`config.mk`:
```
export PLATFORM = sky130hd
export DESIGN_NAME = reconstructor_deimpartit
export DESIGN_NICKNAME = d
export VERILOG_FILES = /design/src/rtl/reconstructor_deimpartit.sv
export SDC_FILE = /design/constraint.sdc
export NUM_CORES = 1
export LEC_CHECK = 0
export ABC_AREA = 1
export CELL_PAD_IN_SITES_DETAIL_PLACEMENT = 0
export CELL_PAD_IN_SITES_GLOBAL_PLACEMENT = 1
export CORE_ASPECT_RATIO = 1.5
export CORE_MARGIN = 4
export CORE_UTILIZATION = 35
export DETAILED_ROUTE_END_ITERATION = 16
export PLACE_DENSITY_LB_ADDON = 0.12
export SYNTH_ARGS = -nofsm -noshare
export SYNTH_HDL_FRONTEND = slang
export SYNTH_SLANG_ARGS = --single-unit
export TNS_END_PERCENT = 10
```
`constraint.sdc`:
```
create_clock -name clk -period 3.72 [get_ports clk]
set_input_delay 0.372 -clock clk [delete_from_list [all_inputs] [get_ports clk]]
set_output_delay 0.372 -clock clk [all_outputs]
set_load 0.02 [all_outputs]
```
`src/rtl/reconstructor_deimpartit.sv`:
```
// reconstructor_deimpartit: sequential shift-and-add rebuilding D = q*b + r over N iterations
module reconstructor_deimpartit #(
  parameter int N = 4
) (
  input  logic           clk,
  input  logic           reset,
  input  logic           start,
  input  logic [N-1:0]   q,
  input  logic [N-1:0]   b,
  input  logic [N-1:0]   r,
  output logic [2*N-1:0] D,
  output logic           busy,
  output logic           ready
);
  localparam int CW = $clog2(N + 1);
  typedef enum logic [2:0] {INIT, LOAD, ADD, SHIFT, CORRECT, READY} state_t;
  state_t state_q, state_d;
  logic [N:0] p_q, p_d;
  logic [N-1:0] qr_q, qr_d, br_q, br_d, rr_q, rr_d;
  logic [CW-1:0] cnt_q, cnt_d;
  logic [2*N-1:0] d_q, d_d;
  always_ff @(posedge clk) begin
    if (reset) begin
      state_q <= INIT;
      p_q <= '0;
      qr_q <= '0;
      br_q <= '0;
      rr_q <= '0;
      cnt_q <= '0;
      d_q <= '0;
    end else begin
      state_q <= state_d;
      p_q <= p_d;
      qr_q <= qr_d;
      br_q <= br_d;
      rr_q <= rr_d;
      cnt_q <= cnt_d;
      d_q <= d_d;
    end
  end
  always_comb begin
    state_d = INIT;
    case (state_q)
      INIT:    state_d = start ? LOAD : INIT;
      LOAD:    state_d = ADD;
      ADD:     state_d = SHIFT;
      SHIFT:   state_d = cnt_q > CW'(1) ? ADD : CORRECT;
      CORRECT: state_d = READY;
      default: state_d = INIT;
    endcase
  end
  always_comb begin
    busy = state_q == LOAD || state_q == ADD || state_q == SHIFT || state_q == CORRECT;
    ready = state_q == READY;
  end
  always_comb begin
    p_d = p_q;
    qr_d = qr_q;
    br_d = br_q;
    rr_d = rr_q;
    cnt_d = cnt_q;
    d_d = d_q;
    case (state_q)
      LOAD: begin
        p_d = '0;
        qr_d = q;
        br_d = b;
        rr_d = r;
        cnt_d = CW'(N);
      end
      ADD: p_d = qr_q[0] ? p_q + {1'b0, br_q} : p_q;
      SHIFT: begin
        {p_d, qr_d} = {p_q, qr_q} >> 1;
        cnt_d = cnt_q - 1'b1;
      end
      CORRECT: d_d = {p_q[N-1:0], qr_q} + {{N{1'b0}}, rr_q};
      default: ;
    endcase
  end
  assign D = d_q;
endmodule

```
# ---- Word level (Yosys, flattened, before mapping)
# Cells that the tools add are included.
dict set report totals {
  ff_bits 31
  in_bits 15
  output_inout_bits 10
  word_cells 31
}
dict set report op_classes {
  n_addsub 3
  magnitude_cmp 1
  eq_ne 6
  muxes 7
  n_reduce_logical 7
}
# operator count
set op_table {}
lappend op_table {{$pmux 3 s5} 1}
lappend op_table {{$pmux 5 s3} 1}
lappend op_table {{$add 8x4->8} 1}
lappend op_table {{$pmux 4 s2} 1}
lappend op_table {{$eq 3x2->1 const B} 2}
lappend op_table {{$eq 3x3->1 const B} 2}
lappend op_table {{$pmux 3 s2} 1}
lappend op_table {{$add 5x4->5} 1}
lappend op_table {{$mux 5} 1}
lappend op_table {{$eq 3x1->1 const B} 1}
lappend op_table {{$gt 3x1->1 const B} 1}
lappend op_table {{$logic_not 3->1} 1}
lappend op_table {{$logic_or 1x1->1} 3}
lappend op_table {{$mux 3} 1}
lappend op_table {{$reduce_bool 3->1} 1}
lappend op_table {{$sub 3x1->3 const B} 1}
lappend op_table {{$ne 2x2->1 const B} 1}
lappend op_table {{$reduce_and 2->1} 1}
lappend op_table {{$reduce_bool 2->1} 1}
lappend op_table {{$mux 1} 1}

# ---- Logic depth before layout (Yosys ltp)
# Gate-level depths: netlist of the first run.
dict set report depth {
  word_depth 4
  depth_mapped 9
}

# ---- Worst setup path after synthesis of the first run
# OpenSTA, ideal clock, no wires.
dict set report synth_path {
  path_kind {reg-to-reg}
  from {reg qr_q[0]}
  to {reg d_q[4], in the netlist D[4]}
  setup_ps 109
  arrival_ps 1317
  setup_slack_ps 2294
  path_stages_with_launch 8
  n_path_buf 0
  period_less_slack_ps 1426
  cell_sequence {dfxtp_1 ha_1 fa_1 nand3_1 a31o_2 nand3_1 nand2_1 inv_1}
}
dict set report synth_between {
  elab_chain_cells 1
}
# element line_no
set synth_rtl {}
lappend synth_rtl {{start, declared} 19} ;# logic [N-1:0] qr_q, qr_d, br_q, br_d, rr_q, rr_d;
lappend synth_rtl {{start signal, assigned} 34} ;# qr_q <= qr_d;
lappend synth_rtl {{$add 8x4->8} 76} ;# CORRECT: d_d = {p_q[N-1:0], qr_q} + {{N{1'b0}}, rr_q};
lappend synth_rtl {{end signal, assigned} 30} ;# d_q <= '0;
lappend synth_rtl {{end signal, assigned} 38} ;# d_q <= d_d;
lappend synth_rtl {{end, declared} 21} ;# logic [2*N-1:0] d_q, d_d;
# No other way between the ends.
# A chain may end at the register's enable or synchronous reset.

# ---- Worst setup path after layout of the first run
dict set report layout_path {
  from {reg state_q[0]}
  to {out busy}
}
dict set report layout_between {
  elab_chain_cells 4
  word_cells_on_any_way 7
  classes_between {eq/ne: 4; reduce/logical: 3}
}
# element line_no
set layout_rtl {}
lappend layout_rtl {{start, declared} 17} ;# state_t state_q, state_d;
lappend layout_rtl {{start signal, assigned} 32} ;# state_q <= state_d;
lappend layout_rtl {{$eq 3x1->1 / $eq 3x2->1 (equally long branches)} 53} ;# busy = state_q == LOAD || state_q == ADD || state_q == SHIFT || state_q == CORRECT;
lappend layout_rtl {{$logic_or 1x1->1 (2 in a row)} 53}
lappend layout_rtl {{$logic_or 1x1->1 (*)} 53}
lappend layout_rtl {{end, declared} 12} ;# output logic busy,
# Every way passes the cells marked *; elsewhere a longest branch is shown, timed or not.

==> summary.txt, run 1 <==
Synthesis
  – Seq cells post-synth: 31
  – Cell area after synthesis: between 1500 and 2000 µm²
  – Avg Cell Area, Syn: slightly above 7 µm²
  – Distinct cells, synth: 27
  – Register area share after synthesis: ~38%
  – Net Count, Synth: 256
  – Cells after Synth: roughly 230
  – YS warnings: 0

CTS
  – Clock buffer depth: 2
  – Post-cts sizing count: 0
  – Skew-Pair Late Insertion Delay: approximately 0.28 ns
  – Root buffer cell: clkbuf_8
  – CTS Hold Bufs: 0
  – CTS Sinks: 31
  – Htree depth: 2
  – Clock-pin slew on the worst setup and hold paths: approximately 0.060 ns
  – TritonCTS Buffers: 5
  – Post-CTS Setup Repair Bufs: 0
  – CTS tree: yes

Pwr
  – P per Cell Area: 436 nW/µm²
  – Leakage Power: 0.863 nW
  – Peak supply drop: 195 µV

Worst setup path
  – CP Capture Type: output pin
  – Setup CP Type: reg2out
  – Worst EP required: 3.35 ns
  – Crit Path Max Fanout: 15
  – R2r setup slk: roughly 2 ns
  – Reg2reg path depth: 9
  – Crit path DAT: 2.03 ns
  – RR Startpoint: p_q[0]
  – Worst r2r dst: p_q[4]
  – Startpoint types: flop

Routing
  – Drt first pass iters: 4
  – DR WL/cell: approximately 13 µm
  – Via/cell ratio: 4.90
  – DR vias: around 1600
  – DRT iter0 DRCs: 48
  – Routed Antenna Nets: 0
  – WL final: about 4000 µm
  – # DRC: 0

Layout
  – Post-layout net count: 282
  – Syn-to-layout area delta: 22.4%
  – Antenna cells: 0
  – Fin util: ~44%
  – Share of cells above drive strength 1: between 5 and 6%

Worst hold path
  – Worst hold stages: 2
  – Hold Startpoint: cnt_q[1]
  – Hold crit path type: reg2reg
  – WHS Endpoint: cnt_q[1]

Floorplan
  – Die W: between 60 and 70 µm
  – Chip height: 92.0 µm
  – Full die area: 5890 µm²
  – # rows: 30
  – Core area: 4540 µm²
  – Starting Density: 36.3%
  – I/O pin cnt: 25

Placement
  – Post-DP HPWL: roughly 3100 µm
  – # port buffers: 24
  – GPL Wtd Cong: ~0.74

Timing
  – RSZ-0062 raised after global routing: false
  – Worst Tran Pin Value: roughly 0.52 ns
  – Min cycle time layout: roughly 2.4 ns
  – Final worst-path cycle share: between 60% and 70%
  – Worst Clk Skew: approximately 0.0055 ns
  – Final setup fails: 0
  – Fmax: 417 MHz
  – Final max-slew violation count: 0
  – Setup Total Neg Slack: 0 ns
  – Slew margin rel.: around 65%
  – Hold Fails Final Rpt: 0

Global routing
  – GRT overflow: 0
  – Initial antenna violation count: 0
  – Number of global-route vias before repair: 1644
  – First-pass GRT wire length: 7200 µm
  – Total GRT Usage: 15.6%
  – Largest net degree at the start of global routing: 22

Job
  – Max Cap Violations: 0

Run status
  – Status: complete, no violations
-- metal layers --
layer | GRT usage [%] | up-vias | wire, µm
li1 | - | 808 | -
met1 | 17.1 | 712 | 1760
met2 | 27.4 | 27 | 2020
met3 | 3.92 | 10 | 109
met4 | 7.39 | 0 | 114
met5 | 0 | - | 0
-- final cells by class --
class                   instances  area (µm²)
clock buffers                   6        72.6
fillers                       505        2530
repair buffers                 25         248
inverters                      24        90.1
well taps                      64        80.1
multi-input cells             168         905
flip-flops and latches         31         621
-- sequential cells by signal, indices dropped and copies added, names as in the netlist --
name,cells
cnt_q,3
p_q,5
D,8
br_q,4
state_q,3
qr_q,4
rr_q,4
-- through the flow --
stage	cells	hold slack [ns]	setup WS, ns	power [mW]	instance area, µm²
4_1_cts	318	0.490	1.29	0.893	2020
5_1_grt	318	0.536	1.14	0.945	2020
6_report	318	0.491	1.32	0.879	2020
3_5_place_dp	312	0.481	1.61	0.649	1940
3_3_place_gp	312	0.478	1.63	0.651	1940
2_1_floorplan	229	0.451	2.29	0.568	1650
-- report_power, final --
part / internal (mW) / switching, mW
clock network: 0.124 / 0.116
registers: 0.370 / 0.0411
logic: 0.0948 / 0.132
total: 0.589 / 0.289
-- Yosys cell counts --
cell,n,area [µm²]
inv_1,22,82.6
xnor2_1,2,17.5
inv_2,2,7.51
nor3_1,1,5.00
ha_1,10,125
a31o_2,1,8.76
buf_4,2,15.0
a211oi_1,1,7.51
and3_1,1,6.26
clkbuf_1,3,11.3
nand4_1,5,31.3
fa_1,2,40.0
o31ai_1,1,7.51
nand2_1,43,161
o21ai_0,20,100
nand3b_1,1,7.51
a31oi_1,4,25.0
o211ai_1,2,15.0
dfxtp_1,31,621
nand3_1,16,80.1
a21oi_1,17,85.1
or2_2,1,6.26
clkbuf_2,1,5.00
a22oi_1,2,15.0
nor2_1,35,131
nor2_4,2,22.5
nor2_2,1,6.26
-- cells by family (layout without fill, tap and decap cells) --
| family | count (synthesis) | in the layout | share of synthesized area [%] |
|---|---|---|---|
| AO/OA/AOI/OAI | 48 | 48 | 16.0 |
| XOR/XNOR | 2 | 2 | 1.06 |
| adder cells (fa/ha/maj) | 12 | 12 | 10.0 |
| buffers and inverters | 30 | 55 | 7.37 |
| flip-flops | 31 | 31 | 37.7 |
| AND/OR/NAND/NOR | 106 | 106 | 27.8 |
-- placed cells by master, fill, tap and decap left out, types with 4 or more instances in the layout --
cell type	count
nand2_1	43
nor2_1	35
dfxtp_1	31
clkdlybuf4s50_1	24
inv_1	22
o21ai_0	20
a21oi_1	17
nand3_1	16
ha_1	10
nand4_1	5
clkbuf_8	5
a31oi_1	4
-- worst max-delay path: stages, from the launching register on --
cell and delay, ns:
dfxtp_1 0.35, nor2_1 0.21, inv_1 0.10, nor2_4 0.26, inv_1 0.15, nand2_1 0.09
clkdlybuf4s50_1 0.60
-- worst max path at each step --
stage	start	to	slack (ns)	cells past startpoint
after floorplan	qr_q[0]	D[4]	2.29	7
after CTS	state_q[0]	busy	1.29	6
after detailed placement	state_q[0]	busy	1.61	6
after global routing	state_q[0]	busy	1.14	6
after global placement	state_q[0]	busy	1.63	6
final	state_q[0]	busy	1.32	6
No activity file was read; power rests on OpenSTA's default activity.
==> run 2, diff against run 1 <==
--- a/config.mk
+++ b/config.mk
@@ -10,7 +10,7 @@
 export CELL_PAD_IN_SITES_GLOBAL_PLACEMENT = 1
 export CORE_ASPECT_RATIO = 1.5
 export CORE_MARGIN = 4
-export CORE_UTILIZATION = 35
+export CORE_UTILIZATION = 34
 export DETAILED_ROUTE_END_ITERATION = 16
 export PLACE_DENSITY_LB_ADDON = 0.12
 export SYNTH_ARGS = -nofsm -noshare
==> constraint.sdc (replaced) <==
create_clock -name clk -period 2.1 [get_ports clk]
set_input_delay 0.21 -clock clk [delete_from_list [all_inputs] [get_ports clk]]
set_output_delay 0.21 -clock clk [all_outputs]
set_load 0.02 [all_outputs]
==> run 2 against run 1 <==
Net effect: cell count increased by 2.2%; sequential cell count unchanged; register-to-register slack got worse by 1.5 ns.
==> summary.txt, run 2 (synthesis gave the netlist of run 1 again) <==
Worst setup path
  – CP delay by family, top: buffers and inverters
  – Critical path's largest stage delay: 0.60 ns (about the same)
  – Slowest-stage cell, CP: clkdlybuf4s50_1
  – Crit-path cells: nor2_2 -> inv_1 -> nor2_4 -> inv_1 -> nand2_1 -> clkdlybuf4s50_1
  – Crit Path Max Fanout: 6 (-9)
  – Crit path DAT: 1.75 ns (-0.28 ns)
  – Worst r2r dst: D[4]
  – Most frequent CP cell: inv_1
  – CP Capture Type: output pin
  – Reg2reg path depth: 7 (-2)
  – Worst EP required: 1.89 ns (-1.46 ns)
  – R2r setup slk: 0.59 ns (-1.45 ns)
  – Startpoint types: flop
  – RR Startpoint: qr_q[0]
  – Crit path from: state_q[0]
  – Worst Path Buf+Inv: 3 (unchanged)
  – Setup CP Type: reg2out

CTS
  – Clock buffer depth: 2 (unchanged)
  – Post-CTS Setup Repair Bufs: 0 (unchanged)
  – Skew-Pair Late Insertion Delay: 0.28 ns (about the same)
  – Htree depth: 2 (unchanged)
  – CTS Hold Bufs: 0 (unchanged)
  – Clock-pin slew on the worst setup and hold paths: 0.07 ns (about the same)
  – Root buffer cell: clkbuf_8
  – Post-cts sizing count: 0 (unchanged)
  – TritonCTS Buffers: 5 (unchanged)
  – CTS Sinks: 31 (unchanged)
  – CTS tree: yes

Layout
  – Post-layout net count: 287 (+1.8%)
  – Number of flip-flops in the largest register: 8 (unchanged)
  – Commonest cells after routing, fill and taps aside: nand2_1, nor2_1, dfxtp_1
  – Most common cell after layout, fill and taps aside: nand2_1
  – Share of cells above drive strength 1: 8.43% (+3.3 points)
  – Antenna cells: 0 (unchanged)
  – Syn-to-layout area delta: 27.6%

Global routing
  – GRT overflow: 0 (unchanged)
  – Largest net degree at the start of global routing: 15 (-32%)
  – Number of global-route vias before repair: 1495 (-9.1%)
  – Initial antenna violation count: 0 (unchanged)
  – First-pass GRT wire length: 7020 µm (-2.5%)
  – Total GRT Usage: 15.2% (-0.34 points)

Placement
  – GPL Wtd Cong: 0.759 (+2.8%)
  – Worst-case setup slack after placement: 0.403 ns (-1.20 ns)
  – # port buffers: 24 (unchanged)
  – Post-DP HPWL: 3140 µm (+2.0%)

Floorplan
  – Starting Density: 35.7% (-0.59 points)
  – I/O pin cnt: 25 (unchanged)
  – # rows: 30 (unchanged)
  – Core area: 4620 µm² (+1.7%)
  – Full die area: 6040 µm² (+2.6%)
  – Die W: 64.8 µm (+1.3%)
  – Chip height: 93.2 µm (+1.3%)

Timing
  – Min cycle time layout: 1.96 ns
  – Fmax: between 500 and 600 MHz
  – Worst Clk Skew: 0.00497 ns (-0.000568 ns)
  – Final worst-path cycle share: 93.2%
  – Final setup fails: 0 (unchanged)
  – Final worst-path setup slack: 0.144 ns (-1.18 ns)
  – Setup Total Neg Slack: 0 ns (unchanged)
  – Final max-slew violation count: 0 (unchanged)
  – Worst Tran Pin Value: 0.431 ns (-0.0937 ns)
  – Hold Fails Final Rpt: 0 (unchanged)
  – Slew margin rel.: 71.2% (+6.3 points)
  – Hold_ws: 0.481 ns (-0.0106 ns)
  – RSZ-0062 raised after global routing: false

Routing
  – Routed Antenna Nets: 0 (unchanged)
  – DR vias: 1535 (-1.4%)
  – WL final: 4140 µm (+3.4%)
  – Via/cell ratio: 4.72 (-3.5%)
  – DRT iter0 DRCs: 36 (-25%)
  – # DRC: 0 (unchanged)
  – DR WL/cell: 12.7 µm (+1.2%)
  – Drt first pass iters: 4 (unchanged)

Worst hold path
  – WHS Endpoint: cnt_q[1]
  – Hold crit path type: reg2reg
  – Worst hold stages: 2 (unchanged)
  – Hold Startpoint: cnt_q[1]

Run status
  – Status: complete, no violations

Pwr
  – Peak supply drop: 413 µV (+110%)
  – P per Cell Area: 841 nW/µm² (+93%)
  – Leakage Power: 0.913 nW (+5.8%)

Job
  – Max Cap Violations: 0 (unchanged)
run 2: cell type report:
cell class / instances / area, µm²
flip-flops and latches: 31 / 621
clock buffers: 6 / 82.6
well taps: 64 / 80.1
repair buffers: 30 / 285
fillers: 483 / 2520
clock inverters: 2 / 35.0
inverters: 24 / 90.1
multi-input cells: 168 / 907
run 2: per-stage QoR:
| stage | power (mW) | util [%] | cells | area (µm²) |
|---|---|---|---|---|
| after detailed placement | 1.17 | 42.9 | 317 | 1980 |
| after floorplan | 1.01 | - | 229 | 1650 |
| final | 1.77 | 45.5 | 325 | 2100 |
| after CTS | 1.79 | 45.4 | 325 | 2100 |
| after global placement | 1.17 | 42.9 | 317 | 1980 |
| after global routing | 1.89 | 45.5 | 325 | 2100 |
run 2: power by group:
part / internal [mW] / total (mW) / switching [mW] / leakage, nW
registers: 0.655 / 0.720 / 0.0648 / 0.253
logic: 0.179 / 0.429 / 0.250 / 0.599
clock network: 0.384 / 0.618 / 0.234 / 0.0612
total: 1.22 / 1.77 / 0.549 / 0.913
run 2: worst max-delay path by stage:
| stage | endpoint | cells after the start |
|---|---|---|
| final | busy | 6 |
| after global routing | busy | 6 |
| after CTS | busy | 6 |
| after detailed placement | busy | 6 |
| after global placement | busy | 6 |
| after floorplan | D[4] | 7 |
run 2: metal layers:
layer / global-route usage, % / share of wire (%) / wire length (µm)
met1: 18.1 / 44 / 1840
met2: 25.5 / 49 / 2040
met3: 3.37 / 3.1 / 127
met4: 7.23 / 3.0 / 125
met5: 0 / 0 / 0
run 2: worst register-to-register path, stage by stage (launching register included):
cell and delay, ns:
dfxtp_1 0.34, ha_1 0.24, fa_1 0.43, nand3_1 0.11
a31o_2 0.15, nand3_1 0.06, nand2_1 0.06, inv_1 0.03
==> run 3, diff against run 2 <==
--- a/config.mk
+++ b/config.mk
@@ -8,10 +8,10 @@
 export ABC_AREA = 1
 export CELL_PAD_IN_SITES_DETAIL_PLACEMENT = 0
 export CELL_PAD_IN_SITES_GLOBAL_PLACEMENT = 1
-export CORE_ASPECT_RATIO = 1.5
 export CORE_MARGIN = 4
-export CORE_UTILIZATION = 34
+export CORE_UTILIZATION = 35
 export DETAILED_ROUTE_END_ITERATION = 16
+export DONT_BUFFER_PORTS = 1
 export PLACE_DENSITY_LB_ADDON = 0.12
 export SYNTH_ARGS = -nofsm -noshare
 export SYNTH_HDL_FRONTEND = slang
==> run 3 against run 2 <==
Net effect: worst hold slack worse by 0.46 ns; cell count down 11%; wire length up 2.0%; clock-buffer cell count up 2; power down 9.0%; largest power group unchanged; via count down 0.98%; sequential share of layout area up 4.5 points; die area down 2.9%.
==> summary.txt, run 3 (synthesis gave the netlist of run 1 again) <==
Worst setup path
  – Crit path DAT: 1.67 ns (-0.08 ns)
  – Setup CP Type: reg2out
  – Worst Path Buf+Inv: 2 (-1)
  – Crit-path cells: nor2_1 -> inv_1 -> nor2_4 -> inv_1 -> nand2_1
  – CP Capture Type: output pin
  – Critical path's largest stage delay: 0.37 ns (-0.23 ns)
  – CP delay by family, top: simple AND/OR/NAND/NOR gates
  – Most frequent CP cell: inv_1
  – Crit Path Max Fanout: 15 (+9)
  – Slowest-stage cell, CP: dfxtp_1
  – Startpoint types: flop
  – Worst EP required: 1.89 ns (about the same)

Layout
  – Antenna cells: 0 (unchanged)
  – Post-layout net count: 262 (-8.7%)
  – Fill cells: 485 (+0.41%)
  – Syn-to-layout area delta: 10.6%
  – Number of flip-flops in the largest register: 8 (unchanged)
  – Share of cells above drive strength 1: 7.63% (-0.80 points)
  – Commonest cells after routing, fill and taps aside: nand2_1, nor2_1, dfxtp_1
  – Most common cell after layout, fill and taps aside: nand2_1

Placement
  – Post-DP HPWL: 3060 µm (-2.2%)
  – GPL Wtd Cong: 0.822 (+8.3%)
  – # port buffers: 0 (-100%)

Timing
  – Final max-slew violation count: 0 (unchanged)
  – Setup Total Neg Slack: 0 ns (unchanged)
  – Final setup fails: 0 (unchanged)
  – Final worst-path cycle share: 89.4% (-3.7 points)
  – RSZ-0062 raised after global routing: false
  – Worst Clk Skew: 0.00306 ns (-0.00191 ns)
  – Fmax: 533 MHz (+4.2%)
  – Min cycle time layout: 1.88 ns (-0.0787 ns)
  – Worst Tran Pin Value: 0.593 ns (+0.161 ns)
  – Slew margin rel.: 60.4% (-11 points)
  – Hold Fails Final Rpt: 0 (unchanged)

CTS
  – Clock-pin slew on the worst setup and hold paths: 0.06 ns (about the same)
  – Root buffer cell: clkbuf_8
  – Skew-Pair Late Insertion Delay: 0.28 ns (about the same)
  – TritonCTS Buffers: 5 (unchanged)
  – CTS Sinks: 31 (unchanged)
  – CTS tree: yes
  – Htree depth: 2 (unchanged)
  – Clock buffer depth: 2 (unchanged)
  – Post-cts sizing count: 0 (unchanged)

Floorplan
  – # rows: 24 (-20%)
  – I/O pin cnt: 25 (unchanged)
  – Starting Density: 37.0% (+1.4 points)
  – Core area: 4440 µm² (-3.7%)
  – Full die area: 5870 µm² (-2.9%)
  – Die W: 76.6 µm (+18%)
  – Chip height: 76.6 µm (-18%)

Run status
  – Status: complete, no violations

Global routing
  – Total GRT Usage: 15.3% (+0.056 points)
  – GRT overflow: 0 (unchanged)
  – Initial antenna violation count: 0 (unchanged)
  – Largest net degree at the start of global routing: 22 (+7)
  – Number of global-route vias before repair: 1483 (-0.80%)
  – First-pass GRT wire length: 7230 µm (+2.9%)

Pwr
  – Leakage Power: 0.807 nW (-12%)
  – P per Cell Area: 883 nW/µm² (+5.0%)
  – Final Power: 1.61 mW (-9.0%)
  – Peak supply drop: 400 µV (-3.0%)

Routing
  – # DRC: 0 (unchanged)
  – Via/cell ratio: 5.28 (+12%)
  – DRT iter0 DRCs: 70 (+94%)
  – DR vias: 1520 (-0.98%)
  – Routed Antenna Nets: 0 (unchanged)
  – WL final: 4220 µm (+2.0%)
  – Drt first pass iters: 4 (unchanged)
  – DR WL/cell: 14.6 µm (+15%)

Job
  – Max Cap Violations: 0 (unchanged)

Worst hold path
  – Hold crit path type: in2reg
## run 3: cell types whose count changed in the layout (fill, tap and decap cells not counted), sizes merged
cell	previous run	this run
clkdlybuf4s50	24	0
buf	6	4
clkbuf	6	8
bufinv	1	0
clkinv	1	0
dlygate4sd3	0	1
## run 3: stage by stage
stage	hold slack (ns)	std cells	cell area, µm²	setup WS, ns	utilization, %
4_1_cts	0.0178	288	1820	0.187	41.0
3_3_place_gp	0.282	279	1710	0.487	38.5
3_5_place_dp	0.285	279	1710	0.470	38.5
2_1_floorplan	0.345	229	1650	0.674	-
5_1_grt	0.0120	288	1820	0.0633	41.0
6_report	0.0254	288	1820	0.223	41.0
## run 3: where the power goes
group | total [mW] | switching, mW | internal [mW]
sequential | 0.738 | 0.0826 | 0.656
combinational | 0.356 | 0.226 | 0.130
clock | 0.513 | 0.214 | 0.299
total | 1.61 | 0.523 | 1.08
## run 3: timing repair
item	CTS	global route
hold buffers	1	0
endpoints found under the hold margin	5	0
setup buffers	0	0
## run 3: metal layers
layer | vias to the layer above | routed length, µm | global-route usage, % | share of wire [%]
met3 | 7 | 289 | 5.08 | 6.8
met5 | - | 0 | 0 | 0
met4 | 0 | 57 | 5.43 | 1.4
met2 | 48 | 1790 | 23.2 | 42
li1 | 772 | - | - | -
met1 | 693 | 2080 | 20.1 | 49
## run 3: final timing paths
path,slack [ns],to,startpoint,cells past startpoint
max reg2reg,0.44,D[4],qr_q[0],7
max,0.22,busy,state_q[0],5
min reg2reg,0.48,cnt_q[1],cnt_q[1],2
min,0.03,cnt_q[1],reset,1
## run 3: area by class of cell
class | instances | area (µm²) | area share [%]
clock buffer | 8 | 100 | 5.50
inverter | 24 | 90.1 | 4.95
tap | 52 | 65.1 | 3.57
timing repair buffer | 5 | 40.0 | 2.20
multi-input combinational | 168 | 905 | 49.7
sequential | 31 | 621 | 34.1
